===== src/rtl/id_writer_pkg.sv =====
// Shared constants and state encoding for the run-time loadable ID store.
package id_writer_pkg;

    localparam int unsigned DEPTH   = 8;
    localparam int unsigned ADDR_W  = $clog2(DEPTH);
    localparam int unsigned DATA_W  = 4;
    localparam int unsigned BCD_MAX = 9;

    typedef enum logic [1:0] {
        IDLE,
        LOAD,
        DONE
    } state_t;

endpackage


===== src/rtl/id_writer_if.sv =====
// Digit stream into the ID writer: valid/ready handshake carrying one digit.
interface id_writer_if #(
    parameter int unsigned DATA_W = id_writer_pkg::DATA_W
);

    logic              in_valid;
    logic [DATA_W-1:0] in_data;
    logic              in_ready;

    modport master (output in_valid, output in_data, input in_ready);
    modport slave  (input in_valid, input in_data, output in_ready);

endinterface


===== src/rtl/id_writer_ram.sv =====
// DEPTH x DATA_W register file: one synchronous write port, one combinational read port.
module id_ram #(
    parameter int unsigned DEPTH  = id_writer_pkg::DEPTH,
    parameter int unsigned ADDR_W = id_writer_pkg::ADDR_W,
    parameter int unsigned DATA_W = id_writer_pkg::DATA_W
) (
    input  logic              clk,
    input  logic              rst_n,
    input  logic              we,
    input  logic [ADDR_W-1:0] waddr,
    input  logic [DATA_W-1:0] wdata,
    input  logic [ADDR_W-1:0] raddr,
    output logic [DATA_W-1:0] rdata
);

    logic [DATA_W-1:0] mem [DEPTH];

    // Storage: cleared on reset, written one word per cycle when we is high.
    always_ff @(posedge clk or negedge rst_n) begin
        if (!rst_n) begin
            for (int unsigned i = 0; i < DEPTH; i++) begin
                mem[i] <= '0;
            end
        end else if (we) begin
            mem[waddr] <= wdata;
        end
    end

    // Read port has no latency; a same-cycle write shows up after the edge.
    assign rdata = mem[raddr];

endmodule


===== src/rtl/id_writer.sv =====
// Write side of the ID store: loads digits from a stream into id_ram and
// serves the display read port directly from the register file.
module id_writer
    import id_writer_pkg::*;
#(
    parameter int unsigned DEPTH     = id_writer_pkg::DEPTH,
    parameter int unsigned ADDR_W    = id_writer_pkg::ADDR_W,
    parameter int unsigned DATA_W    = id_writer_pkg::DATA_W,
    parameter bit          CHECK_BCD = 1'b1
) (
    input  logic              clk,
    input  logic              rst_n,
    input  logic              load_start,
    input  logic              load_abort,
    id_writer_if.slave        stream,
    output logic              busy,
    output logic              done,
    output logic              err,
    input  logic [ADDR_W-1:0] addr,
    output logic [DATA_W-1:0] id
);

    state_t            state;
    logic [ADDR_W-1:0] wr_ptr;
    logic              transfer;
    logic              digit_ok;
    logic              we;

    // in_ready is the registered busy flag, so a transfer implies state LOAD.
    assign stream.in_ready = busy;
    assign transfer        = stream.in_valid & busy;
    assign digit_ok        = !CHECK_BCD || (stream.in_data <= DATA_W'(BCD_MAX));
    assign we              = transfer & digit_ok & ~load_start & ~load_abort;

    // Load sequencer: state, write pointer, sticky error and registered status flags.
    always_ff @(posedge clk or negedge rst_n) begin
        if (!rst_n) begin
            state  <= IDLE;
            wr_ptr <= '0;
            err    <= 1'b0;
            busy   <= 1'b0;
            done   <= 1'b0;
        end else begin
            case (state)
                IDLE, DONE: begin
                    if (load_start) begin
                        state  <= LOAD;
                        wr_ptr <= '0;
                        err    <= 1'b0;
                        busy   <= 1'b1;
                        done   <= 1'b0;
                    end
                end
                LOAD: begin
                    if (load_start) begin
                        wr_ptr <= '0;
                        err    <= 1'b0;
                    end else if (load_abort) begin
                        state  <= IDLE;
                        wr_ptr <= '0;
                        busy   <= 1'b0;
                    end else if (transfer) begin
                        if (!digit_ok) begin
                            err <= 1'b1;
                        end else if (wr_ptr == ADDR_W'(DEPTH - 1)) begin
                            state  <= DONE;
                            wr_ptr <= '0;
                            busy   <= 1'b0;
                            done   <= 1'b1;
                        end else begin
                            wr_ptr <= wr_ptr + ADDR_W'(1);
                        end
                    end
                end
                default: begin
                    state  <= IDLE;
                    wr_ptr <= '0;
                    busy   <= 1'b0;
                    done   <= 1'b0;
                end
            endcase
        end
    end

    id_ram #(
        .DEPTH  (DEPTH),
        .ADDR_W (ADDR_W),
        .DATA_W (DATA_W)
    ) u_ram (
        .clk   (clk),
        .rst_n (rst_n),
        .we    (we),
        .waddr (wr_ptr),
        .wdata (stream.in_data),
        .raddr (addr),
        .rdata (id)
    );

endmodule


===== src/flat_wrapper.sv =====
// flat-port wrapper written by rule: the top's interface ports become plain ports
module id_writer_flat import id_writer_pkg::*;
#(
    parameter int unsigned DEPTH     = id_writer_pkg::DEPTH,
    parameter int unsigned ADDR_W    = id_writer_pkg::ADDR_W,
    parameter int unsigned DATA_W    = id_writer_pkg::DATA_W,
    parameter bit          CHECK_BCD = 1'b1
)
  (clk, rst_n, load_start, load_abort, busy, done, err, addr, id, stream_in_valid, stream_in_data, stream_in_ready);
  id_writer_if #(.DATA_W(DATA_W)) stream_i ();
  input  logic clk;
  input  logic rst_n;
  input  logic load_start;
  input  logic load_abort;
  output logic busy;
  output logic done;
  output logic err;
  input  logic [ADDR_W-1:0] addr;
  output logic [DATA_W-1:0] id;
  input wire logic [$bits(stream_i.in_valid)-1:0] stream_in_valid;
  input wire logic [$bits(stream_i.in_data)-1:0] stream_in_data;
  output wire logic [$bits(stream_i.in_ready)-1:0] stream_in_ready;
  assign stream_i.in_valid = stream_in_valid;
  assign stream_i.in_data = stream_in_data;
  assign stream_in_ready = stream_i.in_ready;
  id_writer #(.DEPTH(DEPTH), .ADDR_W(ADDR_W), .DATA_W(DATA_W), .CHECK_BCD(CHECK_BCD)) u_core (.clk(clk), .rst_n(rst_n), .load_start(load_start), .load_abort(load_abort), .stream(stream_i), .busy(busy), .done(done), .err(err), .addr(addr), .id(id));
endmodule

===== config.mk =====
export PLATFORM = sky130hd
export DESIGN_NAME = id_writer_flat
export DESIGN_NICKNAME = d
export VERILOG_FILES = /design/src/rtl/id_writer_pkg.sv /design/src/rtl/id_writer_if.sv /design/src/rtl/id_writer_ram.sv /design/src/rtl/id_writer.sv /design/src/flat_wrapper.sv
export SDC_FILE = /design/constraint.sdc
export NUM_CORES = 1
export LEC_CHECK = 0
export ABC_AREA = 1
export BUFFER_PORTS_ARGS = -buffer_cell sky130_fd_sc_hd__buf_2
export CAP_MARGIN = 20
export CORE_ASPECT_RATIO = 0.7
export CORE_MARGIN = 4
export CORE_UTILIZATION = 30
export DETAILED_ROUTE_END_ITERATION = 10
export SLEW_MARGIN = 20
export SYNTH_ARGS = -nofsm -noshare
export SYNTH_HDL_FRONTEND = slang
export SYNTH_SLANG_ARGS = --single-unit

===== constraint.sdc =====
create_clock -name clk -period 1.6 [get_ports clk]
set_clock_uncertainty 0.15 [all_clocks]
set_input_delay 0.16 -clock clk [delete_from_list [all_inputs] [get_ports clk]]
set_output_delay 0.16 -clock clk [all_outputs]
set_load 0.03 [all_outputs]

==> flow_metrics.tcl <==
set metrics [dict create \
    outcome "finished with violations" \
    violations "negative setup slack" \
    cp_cell_sequence "nor2_1, nor2_1, o21ai_1, o21ai_1, nand2_1, nand2_2, buf_6" \
    rsz0062_at_grt "yes" \
    drc 0 \
    fmax_ghz 0.616 \
    clock_latency_ns 0.28 \
    place_hpwl_microns 3960 \
    ioPinCount 20 \
    p_clk_share_pct 23.1 \
    row_count 26 \
    cts_tree "done" \
    crit_type "flop to primary output" \
    critPathRequiredTime_ns 1.29 \
    fin_ws_ns -0.0243 \
    ys_seq_area_share_pct 44.8 \
    die_y_microns 80.2 \
    synth_cells 298 \
    powerDensity_mw_per_mm2 1050 \
    antenna_found_initial 0 \
    yosys_warnings 0 \
    die_x_microns 111 \
    worstHoldPathType "input pin to flop" \
    synth_cell_types 25 \
    slew_violations 0 \
    grt_overflow_total 0 \
    seq_power_share_pct 44.6 \
    final_antenna_net_count 0 \
    finalNonFillerCells 431 \
    layout_common_cells "nand2_1 (112), dfrtp_1 (39), nand3_1 (34), nor2_1 (30), inv_1 (17)" \
    final_nets 347 \
    syn_area_per_cell_sq_um 7.50 \
    sw_frac_of_total_pct 37.0 \
    routed_wl_microns 5650 \
    crit_path_max_fanout 2 \
    clock_sinks 40 \
    drtIter0Drc 176 \
    core_area_sq_mm 0.00729 \
    viasPerCell 4.64 \
    peakVddDrop_uv 551 \
    power.internal_mw 1.76 \
    avgRoutedWirePerCell_microns 13.1 \
    slowest_stage "dfrtp_1" \
    clk_root_buffer_cell "clkbuf_8" \
    htreeDepth 2 \
    cts_buffers 5 \
    dp_cells 417 \
    route.vias.total 1998 \
    die_area_sq_mm 0.00892 \
    tns_ns -0.0348 \
    hold_viol_final 0 \
    period_needed_ns 1.62 \
    first_global_vias 1963 \
    cp-end-kind "primary output" \
    finalCritPeriodShare_pct 102 \
    place_ws_ns 0.0965 \
    max_stage_delay_ns 0.41 \
    clockBufferDepth 2 \
    timing.slew.headroom_pct 76.9 \
    worst_ep_arrival_time_ns 1.31 \
    critPathLaunchType "flop" \
    grt_pass1_wl_microns 9730 \
    max-cap-violations 0 \
    path_buf_inv 1 \
    numPortBuffers 19 \
    grt_util_all_layers_pct 13.4 \
    ys_ff_latch 40 \
    place_congestion 0.833 \
    syn-num-nets 312 \
    worst_pin_slew_ns 0.346 \
    dr.pass1.iters 4 \
    start_util_pct 30.7 \
    area_delta_synth_final_pct 18.7 \
    cp_top_family "flip-flops" \
    p_leak_nw 1.47 \
    combPwrFrac_pct 32.3 \
    p_switching_mw 1.03 \
    antennaDiodeCount 0 \
    finalSetupViolCount 2 \
    drive_gt1_share_pct 19.2 \
    path_clk_slew_ns 0.08 \
    layout_commonest_cell "nand2_1" \
    grt_max_degree 41 \
    power_mw 2.79 \
    syn_area_sq_mm 0.00224 \
]
[cells in the mapped netlist]
cell type / instances / area (sq um)
o21ai_1: 1 / 5.00
nor2_4: 3 / 33.8
buf_12: 1 / 20.0
clkbuf_4: 1 / 7.51
o21ai_4: 1 / 16.3
nand2_2: 1 / 6.26
nor2_2: 1 / 6.26
nand2_4: 5 / 56.3
nor3_1: 2 / 10.0
nor2_1: 33 / 124
buf_4: 1 / 7.51
a21oi_1: 2 / 10.0
clkbuf_1: 1 / 3.75
nand3_1: 34 / 170
nor3_4: 1 / 16.3
o21ai_0: 25 / 125
nor3_2: 1 / 10.0
buf_6: 5 / 56.3
dfrtp_1: 40 / 1000
buf_2: 3 / 15.0
ha_1: 2 / 25.0
inv_2: 1 / 3.75
inv_1: 17 / 63.8
nand2_1: 113 / 424
nand4_1: 3 / 18.8
[logic make-up after synthesis]
family,count (synthesis),share of synthesized area (%)
simple gates,197,39.2
flops,40,44.8
buf+inv,30,7.95
compound gates,29,6.99
fa+ha+maj,2,1.12
[final cells by class]
cell class | instances | area (sq um)
well taps | 98 | 123
fillers | 781 | 4630
repair buffers | 39 | 310
multi-input cells | 229 | 1070
clock inverters | 1 | 5.00
flip-flops and latches | 40 | 1000
clock buffers | 6 | 72.6
inverters | 18 | 67.6
[final timing paths]
path	startpoint	end	slack, ns	depth (start not counted)
min	stream_in_data[0]	u_core.u_ram.mem[4]$_DFFE_PN0P_	0.06	3
max reg2reg	u_core.wr_ptr[0]$_DFFE_PN0P_	u_core.done$_DFFE_PN0P_	0.10	7
max	u_core.u_ram.mem[12]$_DFFE_PN0P_	id[0]	-0.02	7
min in group asynchronous	rst_n	u_core.u_ram.mem[0]$_DFFE_PN0P_	0.22	3
min reg2reg	u_core.u_ram.mem[25]$_DFFE_PN0P_	u_core.u_ram.mem[25]$_DFFE_PN0P_	0.33	2
max in group asynchronous	rst_n	u_core.wr_ptr[2]$_DFFE_PN0P_	0.84	3
[worst register-to-register path, cell delays in order (launching register included)]
cell and delay (ns):
dfrtp_1 0.38, ha_1 0.16, ha_1 0.20, inv_1 0.05, o21ai_0 0.24, nand3_1 0.11
nand2_1 0.07, nand2_1 0.04
[sequential cells by signal, indices dropped and copies added, names as in the netlist]
register,count
u_core.done,1
u_core.err,1
u_core.wr_ptr,3
u_core.u_ram.mem,32
u_core.state,2
u_core.busy,1
[power by group through the flow]
stage          combinational [mW]  sequential (mW)  clock (mW)
3_5_place_dp                0.817             1.26           0
2_1_floorplan               0.540             1.28           0
6_report                    0.899             1.24       0.645
4_1_cts                     0.880             1.24       0.667
3_3_place_gp                0.812             1.26           0
5_1_grt                      1.01             1.26       0.707
[what timing repair did]
action	4_1_cts	5_1_grt
hold buffers	1	0
resized for setup	21	5
endpoints found under the hold margin	40	0
gates cloned	0	1
endpoints found under the setup margin	4	11
pin swaps	3	2
buffers inserted	3	2
[metal layers]
metal / GRT usage [%] / vias to the layer above / share of wire, %
li1: - / 1017 / -
met1: 20.8 / 921 / 54
met2: 18.5 / 55 / 39
met3: 3.31 / 5 / 6.4
met4: 2.67 / 0 / 0.67
met5: 0 / - / 0
[metrics by stage]
stage               util, %  instance area, sq um  hold slack, ns
floorplan                 -                  2240          -0.286
global route           36.4                  2650          0.0708
global placement       34.1                  2490         0.00126
finish                 36.4                  2650          0.0553
CTS                    36.0                  2620          0.0424
detailed placement     34.1                  2490       -0.000385
No activity file was read; power rests on OpenSTA's default activity.
